## src/rtl/rx_os_deser.sv

```systemverilog
// Oversampling serial receiver: synchronises d_in, recovers bit phase from edges, deserialises
// words, frames on SYNC_WORD and drops back to hunting when a run-length violation is seen.
module rx_os_deser #(
  parameter int                OVERSAMPLE  = 8,
  parameter int                WORD_W      = 8,
  parameter int                SYNC_STAGES = 2,
  parameter logic [WORD_W-1:0] SYNC_WORD   = 8'hA5,
  parameter bit                MSB_FIRST   = 1'b1,
  parameter int                MAX_RUN     = 16,
  parameter int                CNT_W       = 16
) (
  input  logic              clk_sample,
  input  logic              rst_n,
  input  logic              d_in,
  output logic              clk_recovered,
  output logic [WORD_W-1:0] d_out,
  output logic              d_out_valid,
  output logic              reframe,
  output logic              locked,
  output logic [CNT_W-1:0]  reframe_count
);

  localparam int PW = $clog2(OVERSAMPLE);
  localparam int BW = $clog2(WORD_W);
  localparam int RW = $clog2(MAX_RUN + 1);
  localparam logic [PW-1:0] PH_MID  = PW'(OVERSAMPLE / 2);
  localparam logic [PW-1:0] PH_LAST = PW'(OVERSAMPLE - 1);
  localparam logic [BW-1:0] BIT_LAST = BW'(WORD_W - 1);
  localparam logic [RW-1:0] RUN_MAX  = RW'(MAX_RUN);
  localparam logic [RW-1:0] RUN_HIT  = RW'(MAX_RUN - 1);

  typedef enum logic {HUNT = 1'b0, LOCKED = 1'b1} state_t;

  state_t              state, state_nxt;
  logic [SYNC_STAGES-1:0] sync_q;
  logic                ds, ds_prev, edge_det, strobe, run_hit;
  logic [PW-1:0]       phase;
  logic [RW-1:0]       run_cnt;
  logic [BW-1:0]       bit_cnt, bit_cnt_nxt;
  logic [WORD_W-1:0]   sh, sh_nxt;
  logic                vld_nxt, rf_nxt, load_word;

  assign ds            = sync_q[SYNC_STAGES-1];
  assign edge_det      = ds ^ ds_prev;
  assign strobe        = (phase == PH_MID);
  assign clk_recovered = (phase >= PH_MID);
  assign locked        = (state == LOCKED);
  // The transition that resets the run counter also cancels a violation on the same strobe.
  assign run_hit       = strobe && !edge_det && (run_cnt >= RUN_HIT);

  always_comb begin
    sh_nxt = sh;
    if (strobe) begin
      if (MSB_FIRST) sh_nxt = {sh[WORD_W-2:0], ds};
      else           sh_nxt = {ds, sh[WORD_W-1:1]};
    end
  end

  always_ff @(posedge clk_sample or negedge rst_n) begin
    if (!rst_n) begin
      sync_q  <= '0;
      ds_prev <= 1'b0;
      phase   <= '0;
      run_cnt <= '0;
      sh      <= '0;
    end else begin
      sync_q  <= {sync_q[SYNC_STAGES-2:0], d_in};
      ds_prev <= ds;
      sh      <= sh_nxt;
      // An edge marks phase 0, so the counter resumes at 1 on the following cycle.
      if (edge_det)              phase <= PW'(1);
      else if (phase == PH_LAST) phase <= '0;
      else                       phase <= phase + PW'(1);
      if (edge_det)                       run_cnt <= '0;
      else if (strobe && run_cnt != RUN_MAX) run_cnt <= run_cnt + RW'(1);
    end
  end

  always_comb begin
    state_nxt   = state;
    bit_cnt_nxt = bit_cnt;
    vld_nxt     = 1'b0;
    rf_nxt      = 1'b0;
    load_word   = 1'b0;
    if (strobe) begin
      unique case (state)
        HUNT: begin
          if (sh_nxt == SYNC_WORD) begin
            state_nxt   = LOCKED;
            bit_cnt_nxt = '0;
          end
        end
        LOCKED: begin
          if (run_hit) begin
            state_nxt   = HUNT;
            rf_nxt      = 1'b1;
            bit_cnt_nxt = '0;
          end else if (bit_cnt == BIT_LAST) begin
            bit_cnt_nxt = '0;
            // A sync word seen in-stream is a realignment marker, not data.
            if (sh_nxt != SYNC_WORD) begin
              vld_nxt   = 1'b1;
              load_word = 1'b1;
            end
          end else begin
            bit_cnt_nxt = bit_cnt + BW'(1);
          end
        end
        default: state_nxt = HUNT;
      endcase
    end
  end

  always_ff @(posedge clk_sample or negedge rst_n) begin
    if (!rst_n) begin
      state         <= HUNT;
      bit_cnt       <= '0;
      d_out         <= '0;
      d_out_valid   <= 1'b0;
      reframe       <= 1'b0;
      reframe_count <= '0;
    end else begin
      state       <= state_nxt;
      bit_cnt     <= bit_cnt_nxt;
      d_out_valid <= vld_nxt;
      reframe     <= rf_nxt;
      if (load_word) d_out <= sh_nxt;
      if (rf_nxt && reframe_count != {CNT_W{1'b1}})
        reframe_count <= reframe_count + CNT_W'(1);
    end
  end

endmodule

```

## config.mk

```make
export PLATFORM = sky130hd
export DESIGN_NAME = rx_os_deser
export DESIGN_NICKNAME = d
export VERILOG_FILES = /design/src/rtl/rx_os_deser.sv
export SDC_FILE = /design/constraint.sdc
export NUM_CORES = 1
export LEC_CHECK = 0
export CORE_MARGIN = 5
export CORE_UTILIZATION = 40
export CTS_CLUSTER_DIAMETER = 40
export CTS_CLUSTER_SIZE = 20
export DETAILED_ROUTE_END_ITERATION = 6
export DONT_BUFFER_PORTS = 1
export GPL_TIMING_DRIVEN = 1
export PLACE_DENSITY = 0.62
export SLEW_MARGIN = 20
export SYNTH_ARGS = -nofsm -noshare
export SYNTH_HDL_FRONTEND = slang
export SYNTH_SLANG_ARGS = --single-unit
export TNS_END_PERCENT = 100
```

## constraint.sdc

```tcl
create_clock -name clk_sample -period 5.5 [get_ports clk_sample]
set_input_delay 1.1 -clock clk_sample [delete_from_list [all_inputs] [get_ports clk_sample]]
set_output_delay 1.1 -clock clk_sample [all_outputs]
set_load 0.05 [all_outputs]
```

-- Word level (Yosys, flattened, before mapping)
Index checks and enable logic that the tools add are counted.
W data, S select, Z words.
- register bits after elaboration: 49
- bits of input ports: 3
- output and inout port bits: 28
- word-level logic and storage cells: 54
- add/subtract/negate cells: 4
- $lt $le $gt $ge: 2
- equal/unequal tests: 8
- mux-type cells: 20
- bitwise logic cells: 2
- reductions and logical operators: 7
- operators by type and width (kind ; number):
    $add A16 B1 Y16 const B ; 1
    $ne A16 B16 Y1 const B ; 1
    $mux W3 ; 5
    $mux W1 ; 10
    $mux W5 ; 2
    $eq A3 B3 Y1 const B ; 3
    $eq A8 B8 Y1 const B ; 1
    $mux W8 ; 1
    $ne A8 B8 Y1 const B ; 1
    $add A3 B1 Y3 const B ; 2
    $pmux W3 S2 ; 1
    $add A5 B1 Y5 const B ; 1
    $ge A5 B4 Y1 const B ; 1
    $ne A5 B5 Y1 const B ; 1
    $logic_and A1 B1 Y1 ; 4
    $ge A3 B3 Y1 const B ; 1
    $ne A2 B2 Y1 const B ; 1
    $pmux W1 S2 ; 1
    $reduce_and A2 Y1 ; 1
    $reduce_bool A2 Y1 ; 1
    $logic_not A1 Y1 ; 1
    $not A1 Y1 ; 1
    $xor A1 B1 Y1 ; 1

-- Depth between registers and ports, before layout
Gate-level depths: netlist of the first run.
- depth after elaboration: 8
- mapped depth: 8
- mapped depth without buffers: 8

-- Worst setup path before layout of the first run
OpenSTA, ideal clock, no wires.
- path kind: register -> register
- start: reg reframe_count[0]
- end: reg reframe_count[2]
- arrival time: 1.886 ns
- slack: 3.467 ns
- cell stages (with the launch flop): 7
- buffers on the path: 1
- period minus slack after synthesis: 2.033 ns
- cells stage by stage: dfrtp_1 -> ha_1 -> nand4_1 -> nor4_2 -> buf_2 -> nor3b_1 -> xor2_1
- cells in the longest elaborated chain, start to end: 2
- elaborated cells on any way between the ends: 3
- those cells by class: add/sub (1); eq/ne (1); reduce/logical (1)
- RTL lines (what ; line ; RTL):
    from (decl) ; 20 ; output logic [CNT_W-1:0] reframe_count
    from (signal assigned) ; 129 ; reframe_count <= reframe_count + CNT_W'(1);
    branches (longest 2 deep; another with $add A16 B1 Y16) ; n/a ;
Several ways; the timed one is not identified.
A chain may end at the register's enable or synchronous reset.

-- Worst setup path in the final report of the first run
- start: reg reframe_count[0]
- end: reg reframe_count[1]
The elaborated chain is that of the path after synthesis.

==> results of run 1 <==
worst paths after layout:
path / start / end / slack, ps / depth (start not counted)
min in group asynchronous: rst_n / d_out_valid / 470 / 0
setup / recovery: reframe_count[0] / reframe_count[1] / 2990 / 5
max in group asynchronous: rst_n / reframe_count[8] / 4920 / 0
setup reg to reg: reframe_count[0] / reframe_count[1] / 2990 / 5
hold reg to reg: sync_q[0] / sync_q[1] / 360 / 0
hold / removal: sync_q[0] / sync_q[1] / 360 / 0
through the flow:
stage / hold WS (ps) / cell area [sq um] / worst slack [ps]
after global placement: 332 / 2320 / 2790
final: 363 / 2420 / 2990
after detailed placement: 339 / 2320 / 2680
after floorplan: 331 / 2260 / 3470
after CTS: 364 / 2410 / 2670
after global routing: 376 / 2420 / 2800
sequential cells by signal, indices dropped and copies added, names as in the netlist:
name / flops
d_out: 8
bit_cnt: 3
reframe_count: 16
reframe: 1
d_out_valid: 1
locked: 1
run_cnt: 5
sh: 8
phase: 3
sync_q: 2
ds_prev: 1
power groups by stage:
| stage | clock (mW) | combinational (mW) | sequential (mW) |
|---|---|---|---|
| 5_1_grt | 0.245 | 0.0560 | 0.408 |
| 6_report | 0.223 | 0.0478 | 0.405 |
| 3_5_place_dp | 0 | 0.0489 | 0.412 |
| 3_3_place_gp | 0 | 0.0443 | 0.411 |
| 2_1_floorplan | 0 | 0.0483 | 0.398 |
| 4_1_cts | 0.229 | 0.0488 | 0.405 |
cell families (layout without fill, tap and decap cells):
logic type	Yosys count	count (layout)	synth area share, %
flops	49	49	54.3
buf+inv	13	16	2.71
simple gates	58	58	17.5
fa+ha+maj	9	9	4.99
mux	17	17	8.48
compound gates	13	13	4.27
xor+xnor	20	20	7.76
worst max-delay path: stages (launching register included):
cell and delay [ps]:
dfrtp_1 710, ha_1 310, nand4_1 180, nor4_4 730
nor2_1 160, mux2_2 310
Yosys cell counts (2+ instances only):
cell type,count,area [sq um]
nand2_1,6,22.5
nand4_1,5,31.3
nor2_1,9,33.8
nand3_1,7,35.0
xnor2_1,5,43.8
and4bb_2,2,25.0
ha_1,9,113
dfrtp_1,49,1230
nor3b_1,2,15.0
nor3_1,4,20.0
and2_1,4,25.0
clkbuf_1,2,7.51
inv_1,8,30.0
a22o_1,3,26.3
or2_2,2,12.5
nor4_2,6,75.1
a21oi_1,3,15.0
xor2_1,15,131
mux2_2,17,191
metal layers:
metal	wire, microns	GRT usage, %	vias up	share of wire [%]
li1	-	-	639	-
met4	59	4.32	0	1.5
met5	0	0	-	0
met2	2000	19.1	21	50
met3	241	4.56	6	6.1
met1	1680	14.7	689	42
cell type report:
class                   instances  share of cell area [%]
flip-flops and latches         49                    50.7
multi-input cells             117                    40.5
well taps                      72                    3.72
clock buffers                   5                    2.84
inverters                       8                    1.24
clock inverters                 3                    1.03
==> impl_metrics.tcl, run 1 <==
set metrics [dict create \
    status "finished clean" \
    synth_nets 191 \
    cp-start-kind "flip-flop" \
    cts_sinks 49 \
    cap_violations 0 \
    cts_tree "yes" \
    drc 0 \
    die_h_microns 85.1 \
    drtIter0Drc 86 \
    switching_share_pct 26.3 \
    p_seq_share_pct 60.0 \
    multi_input_area_sq_um 980 \
    share_comb_of_total_power_pct 7.1 \
    grt_setup_unrepaired "no" \
    dieArea_sq_mm 0.00725 \
    path_clk_slew_ps 100 \
    period_minus_slack_ps 2510 \
    num_rows 27 \
    area_growth_pct 7.15 \
    yosysWarnings 0 \
    routed_via_density 5.33 \
    slew_headroom_pct 50.8 \
    detail_route.wl_per_cell_microns 15.7 \
    numCtsBuffers 5 \
    detailed_place_hpwl_microns 2910 \
    htreeDepth 2 \
    cts_root_buf "clkbuf_8" \
    p_leak_nw 1.17 \
    cp_max_fo 12 \
    ant_nets 0 \
    power_density_mw_per_mm2 279 \
    port_buffers 0 \
    final-seq-area_sq_mm 0.00123 \
    grt_pass1_vias 1418 \
    grt_max_degree 50 \
    cts_resized 0 \
    clk_latency_ps 310 \
    gp_congestion 0.745 \
    timing.final.crit_share_pct 45.6 \
    synth_edf_count 0 \
    ys_types 40 \
    fillers 512 \
    fin_tns_setup_ps 0 \
    required_ps 5700 \
    finClkSkew_ps 8.66 \
    dp.cells 246 \
    start_util_pct 41.0 \
    diodes 0 \
    final_cell_mix "49 x dfrtp_1, 17 x mux2_2, 15 x xor2_1" \
    worst_pin_slew_ps 732 \
    drt-total-wl_microns 3980 \
    clock_power_share_pct 33.0 \
    min-delay-path-class "reg2reg" \
    io_pins 31 \
    fin_cells 254 \
    crit_type "reg2reg" \
    grt_usage_pct 12.0 \
    worstPathArrival_ps 2700 \
    ys.flop_type "dfrtp_1" \
    slew_viol_final 0 \
    ys_seq_area_share_pct 54.3 \
    netlist_area_sq_mm 0.00226 \
    fin_nets 193 \
    clk_path_buf_depth 2 \
    grt_pass1_wl_microns 7000 \
    cp-end-kind "flip-flop" \
    gr-total-overflow 0 \
    utilization_pct 43.9 \
    ys_ff_latch 49 \
    antenna_found_initial 0 \
    vdd_ir_drop_max_v 0.000164 \
    layout_commonest_cell "dfrtp_1" \
    netlist_instances 179 \
    vias 1355 \
    p_int_mw 0.498 \
    core-area_sq_mm 0.00551 \
    drive_above_1_share_pct 20.3 \
    post_cts_buffers 0 \
    postSynthAreaPerCell_sq_um 12.6 \
    drtPass1Iterations 4 \
    cts_hold_buf 0 \
    switchingPower_mw 0.177 \
    die_x_microns 85.1 \
    ys_async_sr_fraction_pct 100 \
    finalPower_mw 0.675 \
    fmax_mhz 399 \
    finalHoldViolations 0 \
    setup-violations-final 0 \
]
Note: power is estimated with default switching activity, not from simulation.
==> run 2: changes to the inputs <==
PLACE_DENSITY = 0.64   (was 0.62)
clock period = 2.15 ns   (was 5.5 ns; I/O delays follow)
==> run 2 against run 1 <==
Compared with the run above:
- flip-flop and latch count did not move
- cell area rose by 12%
- clock power rose to 3.5 times the previous value
==> impl_metrics.tcl, run 2 (synthesis gave the netlist of run 1 again) <==
set metrics [dict create \
    status "finished clean" \
    antenna_found_initial 0 \
    die_h_microns 85.1 \
    gr-total-overflow 0 \
    dp.cells 274 \
    finClkSkew_ps 4.91 \
    routed_via_density 5.04 \
    min-delay-path-class "in2reg" \
    top_register "reframe_count" \
    io_pins 31 \
    grt_max_degree 50 \
    cts_sinks 49 \
    fin_nets 223 \
    slew_headroom_pct 67.7 \
    core-area_sq_mm 0.00551 \
    grt_usage_pct 12.4 \
    post_cts_buffers 0 \
    cts_tree "yes" \
    drc 0 \
    numCtsBuffers 5 \
    grt_setup_unrepaired "yes" \
    drt-total-wl_microns 4100 \
    layout_commonest_cell "dfrtp_1" \
    gp_congestion 0.765 \
    setup-violations-final 0 \
    worst_pin_slew_ps 485 \
    area_growth_pct 20.3 \
    cp-end-kind "flip-flop" \
    fin_cells 284 \
    cp-start-kind "flip-flop" \
    required_ps 2380 \
    htreeDepth 2 \
    grt_pass1_wl_microns 7160 \
    drive_above_1_share_pct 31.6 \
    grt_pass1_vias 1502 \
    final_cell_mix "49 x dfrtp_1, 27 x buf_4, 17 x mux2_2" \
    fmax_mhz 489 \
    reg_top3 "reframe_count (16), d_out (8), sh (8)" \
    holdWs_ps 149 \
    worstPathArrival_ps 2270 \
    finalHoldViolations 0 \
    port_buffers 0 \
    slew_viol_final 0 \
    detail_route.wl_per_cell_microns 14.4 \
    clk_path_buf_depth 2 \
    drtIter0Drc 56 \
    cp_max_fo 10 \
    period_minus_slack_ps 2040 \
    crit_type "reg2reg" \
    num_rows 27 \
    cap_violations 0 \
    detailed_place_hpwl_microns 3030 \
    vdd_ir_drop_max_v 0.000397 \
    diodes 0 \
    p_leak_nw 1.34 \
    path_clk_slew_ps 90 \
    drtPass1Iterations 4 \
    clk_latency_ps 300 \
    dieArea_sq_mm 0.00725 \
    power_density_mw_per_mm2 728 \
    largest_reg_flops 16 \
    die_x_microns 85.1 \
    start_util_pct 41.0 \
    timing.final.crit_share_pct 95.0 \
    ant_nets 0 \
    cts_root_buf "clkbuf_8" \
    vias 1432 \
]
[run 2: cell types whose count changed in the layout (fill, tap and decap cells not counted), sizes merged]
cell / previous run / this run
buf: 0 / 29
clkinvlp: 1 / 0
dlygate4sd3: 0 / 1
bufinv: 0 / 2
inv: 10 / 9
[run 2: power breakdown]
part	internal, mW	total, mW	switching [mW]	leakage [nW]
Clock	0.468	0.780	0.312	0.0687
Combinational	0.0840	0.190	0.106	0.606
Sequential	0.973	1.01	0.0353	0.669
[run 2: cell type report]
type	instances	area, sq um
Sequential cell	49	1230
Multi-Input combinational cell	117	972
Timing Repair Buffer	30	260
Fill cell	472	2790
Clock inverter	3	68.8
Clock buffer	5	68.8
Tap cell	72	90.1
Inverter	8	30.0
[run 2: timing repair]
action                                  in CTS  in global routing
endpoints found under the setup margin       0                 14
gates resized for setup                      0                  1
endpoints found under the hold margin       49                  0
hold buffers                                 2                  0
[run 2: routing by layer]
| metal | vias up | wire (microns) | track usage (%) |
|---|---|---|---|
| li1 | 697 | - | - |
| met1 | 706 | 1930 | 16.4 |
| met2 | 23 | 1910 | 19.1 |
| met3 | 6 | 203 | 3.88 |
| met4 | 0 | 57 | 4.32 |
| met5 | - | 0 | 0 |
[run 2: path summary, 6_finish.rpt]
check | from | to | slack [ps] | depth (start not counted)
worst max-delay path | run_cnt[1] | reframe_count[6] | 110 | 8
min in group asynchronous | rst_n | d_out[0] | 640 | 2
worst min-delay path | d_in | sync_q[0] | 150 | 0
worst max register to register | run_cnt[1] | reframe_count[6] | 110 | 8
worst min register to register | sync_q[0] | sync_q[1] | 370 | 0
max in group asynchronous | rst_n | reframe_count[10] | 1300 | 2
[run 2: through the flow]
stage	utilization, %	cell area [sq um]	TNS (ps)	power [mW]	setup WS [ps]
2_1_floorplan	-	2260	0	1.14	117
5_1_grt	49.3	2720	-165	2.07	-23.8
3_3_place_gp	46.1	2540	0	1.19	153
4_1_cts	49.3	2720	0	2.00	54.0
3_5_place_dp	46.1	2540	0	1.19	78.1
6_report	49.3	2720	0	1.98	106
[run 2: worst max-delay path, cell delays in order (launching register included)]
cell and delay, ps:
dfrtp_1 400, ha_1 180, and3_1 160, ha_1 130
nor2_1 50, a211o_2 390, buf_4 170, nor4_2 320
xor2_1 170
